--- src/rtl/riscv_sim_ctrl.sv ---
// Simulation-control peripheral: DONE/CYCLE_LO/CYCLE_HI/STATUS window, 64-bit cycle counter, trap latch.
// Define RISCV_SIM_CTRL_WDOG_EN to enable the watchdog and expose trap_cycle in STATUS[31:4].
module riscv_sim_ctrl #(
    parameter logic [31:0] BASE_ADDR      = 32'h0000_0010,
    parameter int unsigned RESP_LAT       = 32'd1,
    parameter int unsigned TIMEOUT_CYCLES = 32'd100000
) (
    input  logic        clk,
    input  logic        rst,
    input  logic        mem_valid,
    input  logic        mem_instr,
    input  logic [31:0] mem_addr,
    input  logic [31:0] mem_wdata,
    input  logic [3:0]  mem_wstrb,
    input  logic        trap,
    output logic        mem_ready,
    output logic [31:0] mem_rdata,
    output logic        hit,
    output logic        done,
    output logic [31:0] done_code,
    output logic        timeout,
    output logic        trap_seen
);
    typedef enum logic [1:0] {
        S_IDLE = 2'd0,
        S_WAIT = 2'd1,
        S_RESP = 2'd2,
        S_ACKD = 2'd3
    } state_e;

    localparam logic [3:0] LAT_INIT    = 4'(RESP_LAT - 32'd1);
    localparam logic       DIRECT_RESP = (RESP_LAT == 32'd1);

    state_e      state_q;
    logic [3:0]  lat_q;
    logic [1:0]  off_q;
    logic        instr_q;
    logic [31:0] wdata_q;
    logic [3:0]  wstrb_q;
    logic [63:0] cycle_q;
    logic [31:0] acc_lo_q;
    logic [31:0] hi_snap_q;
    logic        ready_q;
    logic [31:0] rdata_q;
    logic        done_q;
    logic [31:0] code_q;
    logic        trap_seen_q;
    logic        timeout_s;
    logic [27:0] trap_tag_s;
    logic        unused_s;

`ifdef RISCV_SIM_CTRL_WDOG_EN
    logic        timeout_q;
    logic [27:0] trap_cycle_q;
    assign timeout_s  = timeout_q;
    assign trap_tag_s = trap_cycle_q;
    assign unused_s   = ^mem_addr[1:0];
`else
    assign timeout_s  = 1'b0;
    assign trap_tag_s = 28'd0;
    assign unused_s   = ^{mem_addr[1:0], TIMEOUT_CYCLES};
`endif

    logic [1:0]  off_s;
    logic        instr_s;
    logic [31:0] wdata_s;
    logic [3:0]  wstrb_s;
    logic [31:0] lo_s;
    logic        is_read_s;
    logic [31:0] code_d;
    logic [31:0] status_s;
    logic [31:0] rd_s;
    logic        do_resp_s;
    logic        done_wr_s;
    logic        done_set_s;

    assign hit       = mem_valid && (mem_addr[31:4] == BASE_ADDR[31:4]);
    assign mem_ready = ready_q;
    assign mem_rdata = rdata_q;
    assign done      = done_q;
    assign done_code = code_q;
    assign timeout   = timeout_s;
    assign trap_seen = trap_seen_q;

    // Request fields come straight from the bus on a single-cycle (IDLE) response, else from the latch.
    always_comb begin
        off_s      = off_q;
        instr_s    = instr_q;
        wdata_s    = wdata_q;
        wstrb_s    = wstrb_q;
        lo_s       = acc_lo_q;
        if (state_q == S_IDLE) begin
            off_s   = mem_addr[3:2];
            instr_s = mem_instr;
            wdata_s = mem_wdata;
            wstrb_s = mem_wstrb;
            lo_s    = cycle_q[31:0];
        end else begin
            off_s   = off_q;
            instr_s = instr_q;
            wdata_s = wdata_q;
            wstrb_s = wstrb_q;
            lo_s    = acc_lo_q;
        end
        is_read_s = instr_s || (wstrb_s == 4'h0);
        code_d    = code_q;
        for (int b = 0; b < 4; b++) begin
            code_d[8*b +: 8] = wstrb_s[b] ? wdata_s[8*b +: 8] : code_q[8*b +: 8];
        end
        status_s = {trap_tag_s, trap_seen_q, timeout_s, done_q, 1'b1};
        if (instr_s) begin
            rd_s = 32'h0;
        end else begin
            case (off_s)
                2'd0:    rd_s = code_q;
                2'd1:    rd_s = lo_s;
                2'd2:    rd_s = hi_snap_q;
                2'd3:    rd_s = status_s;
                default: rd_s = 32'h0;
            endcase
        end
        do_resp_s  = ((state_q == S_IDLE) && hit && DIRECT_RESP) ||
                     ((state_q == S_WAIT) && (lat_q == 4'd1));
        done_wr_s  = do_resp_s && !is_read_s && (off_s == 2'd0);
        done_set_s = done_wr_s && (code_d != 32'h0);
    end

    // Bus FSM, response registers, counter, DONE/trap/watchdog state.
    always_ff @(posedge clk) begin
        if (rst) begin
            state_q     <= S_IDLE;
            lat_q       <= 4'd0;
            off_q       <= 2'd0;
            instr_q     <= 1'b0;
            wdata_q     <= 32'h0;
            wstrb_q     <= 4'h0;
            cycle_q     <= 64'd0;
            acc_lo_q    <= 32'h0;
            hi_snap_q   <= 32'h0;
            ready_q     <= 1'b0;
            rdata_q     <= 32'h0;
            done_q      <= 1'b0;
            code_q      <= 32'h0;
            trap_seen_q <= 1'b0;
`ifdef RISCV_SIM_CTRL_WDOG_EN
            timeout_q    <= 1'b0;
            trap_cycle_q <= 28'd0;
`endif
        end else begin
            ready_q <= do_resp_s;
            rdata_q <= (do_resp_s && is_read_s) ? rd_s : 32'h0;

            case (state_q)
                S_IDLE: begin
                    if (hit) begin
                        off_q    <= mem_addr[3:2];
                        instr_q  <= mem_instr;
                        wdata_q  <= mem_wdata;
                        wstrb_q  <= mem_wstrb;
                        acc_lo_q <= cycle_q[31:0];
                        lat_q    <= LAT_INIT;
                        state_q  <= DIRECT_RESP ? S_RESP : S_WAIT;
                        // HI is captured with LO so a LO-then-HI read pair is coherent.
                        if ((mem_addr[3:2] == 2'd1) && !mem_instr && (mem_wstrb == 4'h0)) begin
                            hi_snap_q <= cycle_q[63:32];
                        end
                    end
                end
                S_WAIT: begin
                    lat_q <= lat_q - 4'd1;
                    if (lat_q == 4'd1) begin
                        state_q <= S_RESP;
                    end
                end
                S_RESP: begin
                    state_q <= S_ACKD;
                end
                S_ACKD: begin
                    if (!mem_valid) begin
                        state_q <= S_IDLE;
                    end
                end
                default: begin
                    state_q <= S_IDLE;
                end
            endcase

            if (!done_q && !timeout_s) begin
                cycle_q <= cycle_q + 64'd1;
            end
            if (done_wr_s) begin
                code_q <= code_d;
            end
            if (done_set_s) begin
                done_q <= 1'b1;
            end
            if (trap && !trap_seen_q) begin
                trap_seen_q <= 1'b1;
`ifdef RISCV_SIM_CTRL_WDOG_EN
                trap_cycle_q <= cycle_q[27:0];
`endif
            end
`ifdef RISCV_SIM_CTRL_WDOG_EN
            // A DONE write completing on the expiry edge takes precedence over the watchdog.
            if (!done_q && !timeout_q && !done_set_s && (cycle_q == 64'(TIMEOUT_CYCLES))) begin
                timeout_q <= 1'b1;
            end
`endif
        end
    end
endmodule

--- config.mk ---
export PLATFORM = sky130hd
export DESIGN_NAME = riscv_sim_ctrl
export DESIGN_NICKNAME = d
export VERILOG_FILES = /design/src/rtl/riscv_sim_ctrl.sv
export SDC_FILE = /design/constraint.sdc
export NUM_CORES = 1
export LEC_CHECK = 0
export ABC_AREA = 1
export BUFFER_PORTS_ARGS = -buffer_cell sky130_fd_sc_hd__buf_2
export CORE_UTILIZATION = 53
export DETAILED_ROUTE_END_ITERATION = 12
export GPL_TIMING_DRIVEN = 0
export PLACE_DENSITY_LB_ADDON = 0.25
export SYNTH_ARGS = -nofsm -noshare
export SYNTH_HDL_FRONTEND = slang
export SYNTH_SLANG_ARGS = --single-unit
--- constraint.sdc ---
create_clock -name clk -period 1.82 [get_ports clk]
set_input_delay 0.364 -clock clk [delete_from_list [all_inputs] [get_ports clk]]
set_output_delay 0.364 -clock clk [all_outputs]
set_load 0.005 [all_outputs]
==> results of run 1 <==
-- stage by stage --
step	total power, mW	instance area, µm²
final	13.40	16020
after CTS	12.99	15050
after floorplan	6.489	11810
after global routing	13.74	16020
after detailed placement	6.992	12850
after global placement	6.975	12850
-- per-layer routing --
metal | share of wire, % | vias to the layer above | wire length (µm) | track usage [%]
li1 | - | 6299 | - | -
met1 | 39 | 6258 | 17350 | 47.16
met2 | 45 | 865 | 19620 | 56.83
met3 | 11 | 156 | 4986 | 7.440
met4 | 4.7 | 0 | 2070 | 14.10
met5 | 0 | - | 0 | 0
-- worst max path at each step --
stage,start,end,cells past startpoint
2_1_floorplan,cycle_q[1],cycle_q[56],12
3_3_place_gp,state_q[1],hi_snap_q[31],8
3_5_place_dp,state_q[1],hi_snap_q[31],8
4_1_cts,state_q[0],done,14
5_1_grt,state_q[1],done,15
6_report,state_q[1],done,15
-- power breakdown --
part	switching (mW)	internal (mW)	leakage (nW)
clock	2.35	3.36	0.434
combinational	1.50	0.904	4.54
sequential	0.0270	5.26	1.95
total	3.88	9.52	6.92
-- cell type report --
class | count | area [µm²] | share of cell area [%]
inverters | 280 | 1064 | 6.639
plain buffers | 80 | 629.4 | 3.929
well taps | 280 | 350.3 | 2.187
repair buffers | 222 | 1553 | 9.693
clock buffers | 31 | 710.7 | 4.436
clock inverters | 16 | 196.4 | 1.226
flip-flops and latches | 240 | 4867 | 30.38
multi-input cells | 1204 | 6649 | 41.51
-- cell families (layout without fill, tap and decap cells) --
| family | after synthesis | after routing | share of synthesized area [%] |
|---|---|---|---|
| compound gates | 353 | 353 | 16.17 |
| xor+xnor | 15 | 15 | 1.112 |
| fa+ha+maj | 3 | 3 | 0.3178 |
| buf+inv | 362 | 629 | 11.92 |
| flops | 240 | 240 | 40.68 |
| other cells | 1 | 1 | 0.03175 |
| simple gates | 830 | 832 | 29.78 |
-- flip-flops by register name, summed over array words and instances, names as in the netlist, 4 cells and up --
| signal | cells |
|---|---|
| cycle_q | 64 |
| acc_lo_q | 32 |
| done_code | 32 |
| hi_snap_q | 32 |
| mem_rdata | 32 |
| wdata_q | 32 |
| lat_q | 4 |
| wstrb_q | 4 |
-- worst max-delay path: stages, from the launching register on --
cell and delay (ps):
dfxtp_4 360, nor2_4 230, buf_8 190, buf_12 160, buf_8 130, nand2_1 50
o21ai_1 100, nand2_1 80, nand2_1 80, nand2_1 50, nor2_1 100, nand2_1 90
nor2_1 130, nand2_1 100, nand2_2 110, a21oi_2 60
-- cells in the final DEF (no fill, tap or decap), types with 12 or more instances in the layout --
cell,instances
nor3_2,15
nand2_1,388
inv_1,263
clkbuf_1,21
o21ai_0,104
buf_2,148
nor3_1,20
buf_6,19
nand4_1,18
nor2_4,15
nand3_1,87
clkbuf_16,30
buf_8,12
dfxtp_1,212
nor2_1,186
o21ai_1,27
a21oi_1,127
o21ai_2,27
dfxtp_2,17
nand2_2,25
nor2_2,18
inv_2,12
buf_4,73
-- repair_timing --
item / in CTS / in global routing
setup endpoints to repair: 214 / 209
buffers inserted: 37 / 35
gates cloned: 11 / 4
gates resized for setup: 262 / 209
pin swaps: 45 / 61
==> metrics, run 1 <==
Worst-Margin Slew 823.7 ps; setup TNS -19640 ps; Synth top area share 40.68%; GRT Overall Usage 35.75%; Synth top cells by count nand2_1 (421), inv_1 (274), dfxtp_1 (240); WP data arrival 2600 ps; Iter 0 DRT Violations 1785; Starting Density 54.12%; drt wl/cell 18.71 µm; status finished, violations left; max-cap viol count 0; synthesized flop and latch total 240; largest net degree at the start of global routing 15; clock skew 14.40 ps; root buf cell clkbuf_16; Final Routed Wirelength 44030 µm; Hold Crit Class input pin to register; hold depth 3; non-filler cells, final 2353; Worst-path clk slew 60 ps; CP Class register to register; first-pass detailed-route iteration total 10; Worst Path Required 2220 ps; # hold bufs at CTS 0; Rows 54; crit-path max FO 7; DRC viols 1; Hold Fails Final Rpt 0; initial antenna violation count 1; H-tree depth 1; max-slew violation count 0; CP Launch Type register; Cells after DPL 2222; Longest Clk Path Bufs 3; Port Buffers 138; min-delay src trap; slew margin rel. 45.09%; Yosys cell types 42; EDFF count, synth 0; Vias 13580; syn avg cell area 6.547 µm²; I/O pin cnt 142; Die X-Extent 151.3 µm; Final Cycle Share 120.7%; Area growth, synth to finish 35.62%; Seq/Total Area, Yosys 40.68%; # fillers 1607; routability-driven placement congestion ratio 0.9702; failing checks DRC, setup timing; warnings from Yosys 0; Area contributors post-synth dfxtp_1 (41%), nand2_1 (13%), inv_1 (8.7%), nor2_1 (6.9%), o21ai_0 (6.6%); die area 22890 µm²; Core Util, Final 73.40%; Diodes inserted 0; RSZ-0062 raised after global routing yes; critical path endpoint category register; Yosys top cell by area dfxtp_1; syn_nets 1880; Reg-to-Reg Start state_q[1]; layout cells sized above 1 26.72%; vias in the first global route 12100; FF-to-FF path depth 15; Power per Cell Area 836.7 nW/µm²; clock buffer count from CTS 26; Clock Sinks 240; Synth Flop Type dfxtp_1; clk_lat worst skew 550 ps; pre-CTS setup slack -754.4 ps; gr ovfl total 0; Final ANT Viol Nets 0; R2R setup slack -380 ps; cell with the most instances after synthesis nand2_1; setup slack after layout -376.2 ps; NumNets Final 2130; LEAKAGE 6.923 nW; fmax 455.3 MHz; die height 151.3 µm; Worst Hold End trap_seen; Setup Viol. Count Final 164; DP HPWL 29190 µm; crit path time final 2196 ps; routed vias/inst 5.771; Hold WS 23.18 ps; cell area after synthesis 11810 µm²; RR Endpoint done; Synth async-reset ratio 0%; Max IR drop VDD 0.0007603 V; Syn Inst Count 1804; core area 21820 µm²; global-route wire length before repair 62700 µm; TritonCTS clock tree yes
(Power assumes the default switching activity.)
==> inputs of run 2 (changes only) <==
==> constraint.sdc (replaced) <==
create_clock -name clk -period 2 [get_ports clk]
set_input_delay 0.3 -clock clk [delete_from_list [all_inputs] [get_ports clk]]
set_output_delay 0.3 -clock clk [all_outputs]
set_load 0.005 [all_outputs]
==> metrics, run 2 (synthesized netlist as in run 1, its figures left out) <==
RSZ-0062 raised after global routing yes; Starting Density 54.12% (unchanged); routability-driven placement congestion ratio 0.9702 (unchanged); Worst-Margin Slew 1176 ps (+352.0 ps); gr ovfl total 0 (unchanged); Vias 13390 (-1.4%); GRT busiest layer met2; drt wl/cell 18.35 µm (-1.9%); Seq. cell area 4841 µm² (-0.54%); die height 151.3 µm (unchanged); Iter 0 DRT Violations 1510 (-15%); Final Routed Wirelength 42740 µm (-2.9%); CP Launch Type register; fmax 446.4 MHz (-2.0%); Hold Crit Class input pin to register; Final ANT Viol Nets 0 (unchanged); clock buffer count from CTS 26 (unchanged); Area growth, synth to finish 32.18%; Rows 54 (unchanged); Worst Path Required 2390 ps (+170 ps); commonest non-fill, non-tap cell in the layout nand2_1; # fillers 1690 (+5.2%); max-cap viol count 0 (unchanged); GRT met2 Usage 56.03% (-0.80 points); die area 22890 µm² (unchanged); GR Util met3 6.175% (-1.3 points); layout cells sized above 1 24.27% (-2.5 points); slew margin rel. 20.90% (-24 points); setup slack after layout -240.1 ps (+136.1 ps); Final Cycle Share 112.0% (-8.7 points); Setup Viol. Count Final 63 (-62%); LEAKAGE 6.676 nW (-3.6%); setup TNS -4534 ps (+15110 ps); GRT Overall Usage 34.90% (-0.86 points); H-tree depth 1 (unchanged); clk_lat worst skew 540 ps (about the same); routed vias/inst 5.748 (-0.40%); initial antenna violation count 2 (+1); core area 21820 µm² (unchanged); status finished, violations left; Longest Clk Path Bufs 3 (unchanged); first-pass detailed-route iteration total 6 (-4); met1 Use GR 47.17% (about the same); Clock Sinks 240 (unchanged); DP HPWL 29190 µm (unchanged); Power per Cell Area 779.7 nW/µm² (-6.8%); pre-CTS setup slack -574.4 ps (+180.0 ps); Power Total 12.17 mW (-9.2%); Hold Fails Final Rpt 0 (unchanged); clock skew 12.87 ps (-1.535 ps); crit path time final 2240 ps (+43.88 ps); root buf cell clkbuf_16; vias in the first global route 11900 (-1.7%); NumNets Final 2105 (-1.2%); failing checks setup timing; DRC viols 0 (-1); non-filler cells, final 2329 (-1.0%); I/O pin cnt 142 (unchanged); WP data arrival 2630 ps (+30 ps); Port Buffers 138 (unchanged); Multi-input gate area 6554 µm² (-1.4%); TritonCTS clock tree yes; critical path endpoint category register; most frequent cells in the layout nand2_1 (389), inv_1 (267), dfxtp_1 (221); global-route wire length before repair 61510 µm (-1.9%); Max IR drop VDD 0.0006664 V (-12%); Die X-Extent 151.3 µm (unchanged); largest net degree at the start of global routing 15 (unchanged); crit-path max FO 9 (+2); max-slew violation count 0 (unchanged); Cells after DPL 2222 (unchanged); Worst-path clk slew 60 ps (about the same); CP Class register to register; max FFs per register 64 (unchanged); Top reg by flops cycle_q
-- run 2: worst paths after layout --
kind / start / to / slack, ps / cells after the start
setup reg to reg: state_q[1] / done / -240 / 15
hold reg to reg: acc_lo_q[11] / acc_lo_q[11] / 450 / 2
hold / removal: mem_wdata[21] / wdata_q[21] / 20 / 3
setup / recovery: state_q[1] / done / -240 / 15
-- run 2: cell type report --
cell class | instances | area share (%)
antenna | 1 | 0.01603
sequential | 240 | 31.01
tap | 280 | 2.244
clock inverter | 16 | 1.258
clock buffer | 31 | 4.552
buffer | 80 | 3.654
inverter | 280 | 6.764
multi-input combinational | 1204 | 41.98
timing repair buffer | 197 | 8.527
-- run 2: routing by layer --
layer / vias up / routed length [µm]
met5: - / 13
met4: 2 / 1986
met3: 156 / 4669
met2: 792 / 19010
met1: 6198 / 17060
li1: 6238 / -
-- run 2: metrics by stage --
step | instance area (µm²) | utilization, % | hold WS [ps]
final | 15610 | 71.54 | 17.13
after global routing | 15610 | 71.53 | 34.60
after CTS | 14640 | 67.07 | 10.33
after detailed placement | 12850 | 58.89 | 440.1
after global placement | 12850 | 58.89 | 432.8
after floorplan | 11810 | - | 415.8
-- run 2: timing repair --
action,4_1_cts,5_1_grt
gates resized for setup,170,214
cloned,6,4
endpoints found under the setup margin,194,183
setup buffers,26,26
endpoints found under the hold margin,1,0
pin swaps,35,44
hold buffers,1,0
-- run 2: power breakdown --
group,switching [mW],internal (mW)
sequential,0.0201,4.80
clock,2.10,3.06
combinational,1.39,0.811
total,3.51,8.66
-- run 2: critical path: stages, from the launching register on --
cell	delay [ps]
dfxtp_4	360
nor2_4	240
buf_8	170
buf_12	120
nand2_4	110
nand2_8	120
buf_12	110
nand2_1	70
nand2_1	110
nand2_1	80
nor2_1	130
nand2_1	100
nor2_1	110
nand2_1	70
nand2_2	110
a21oi_2	70
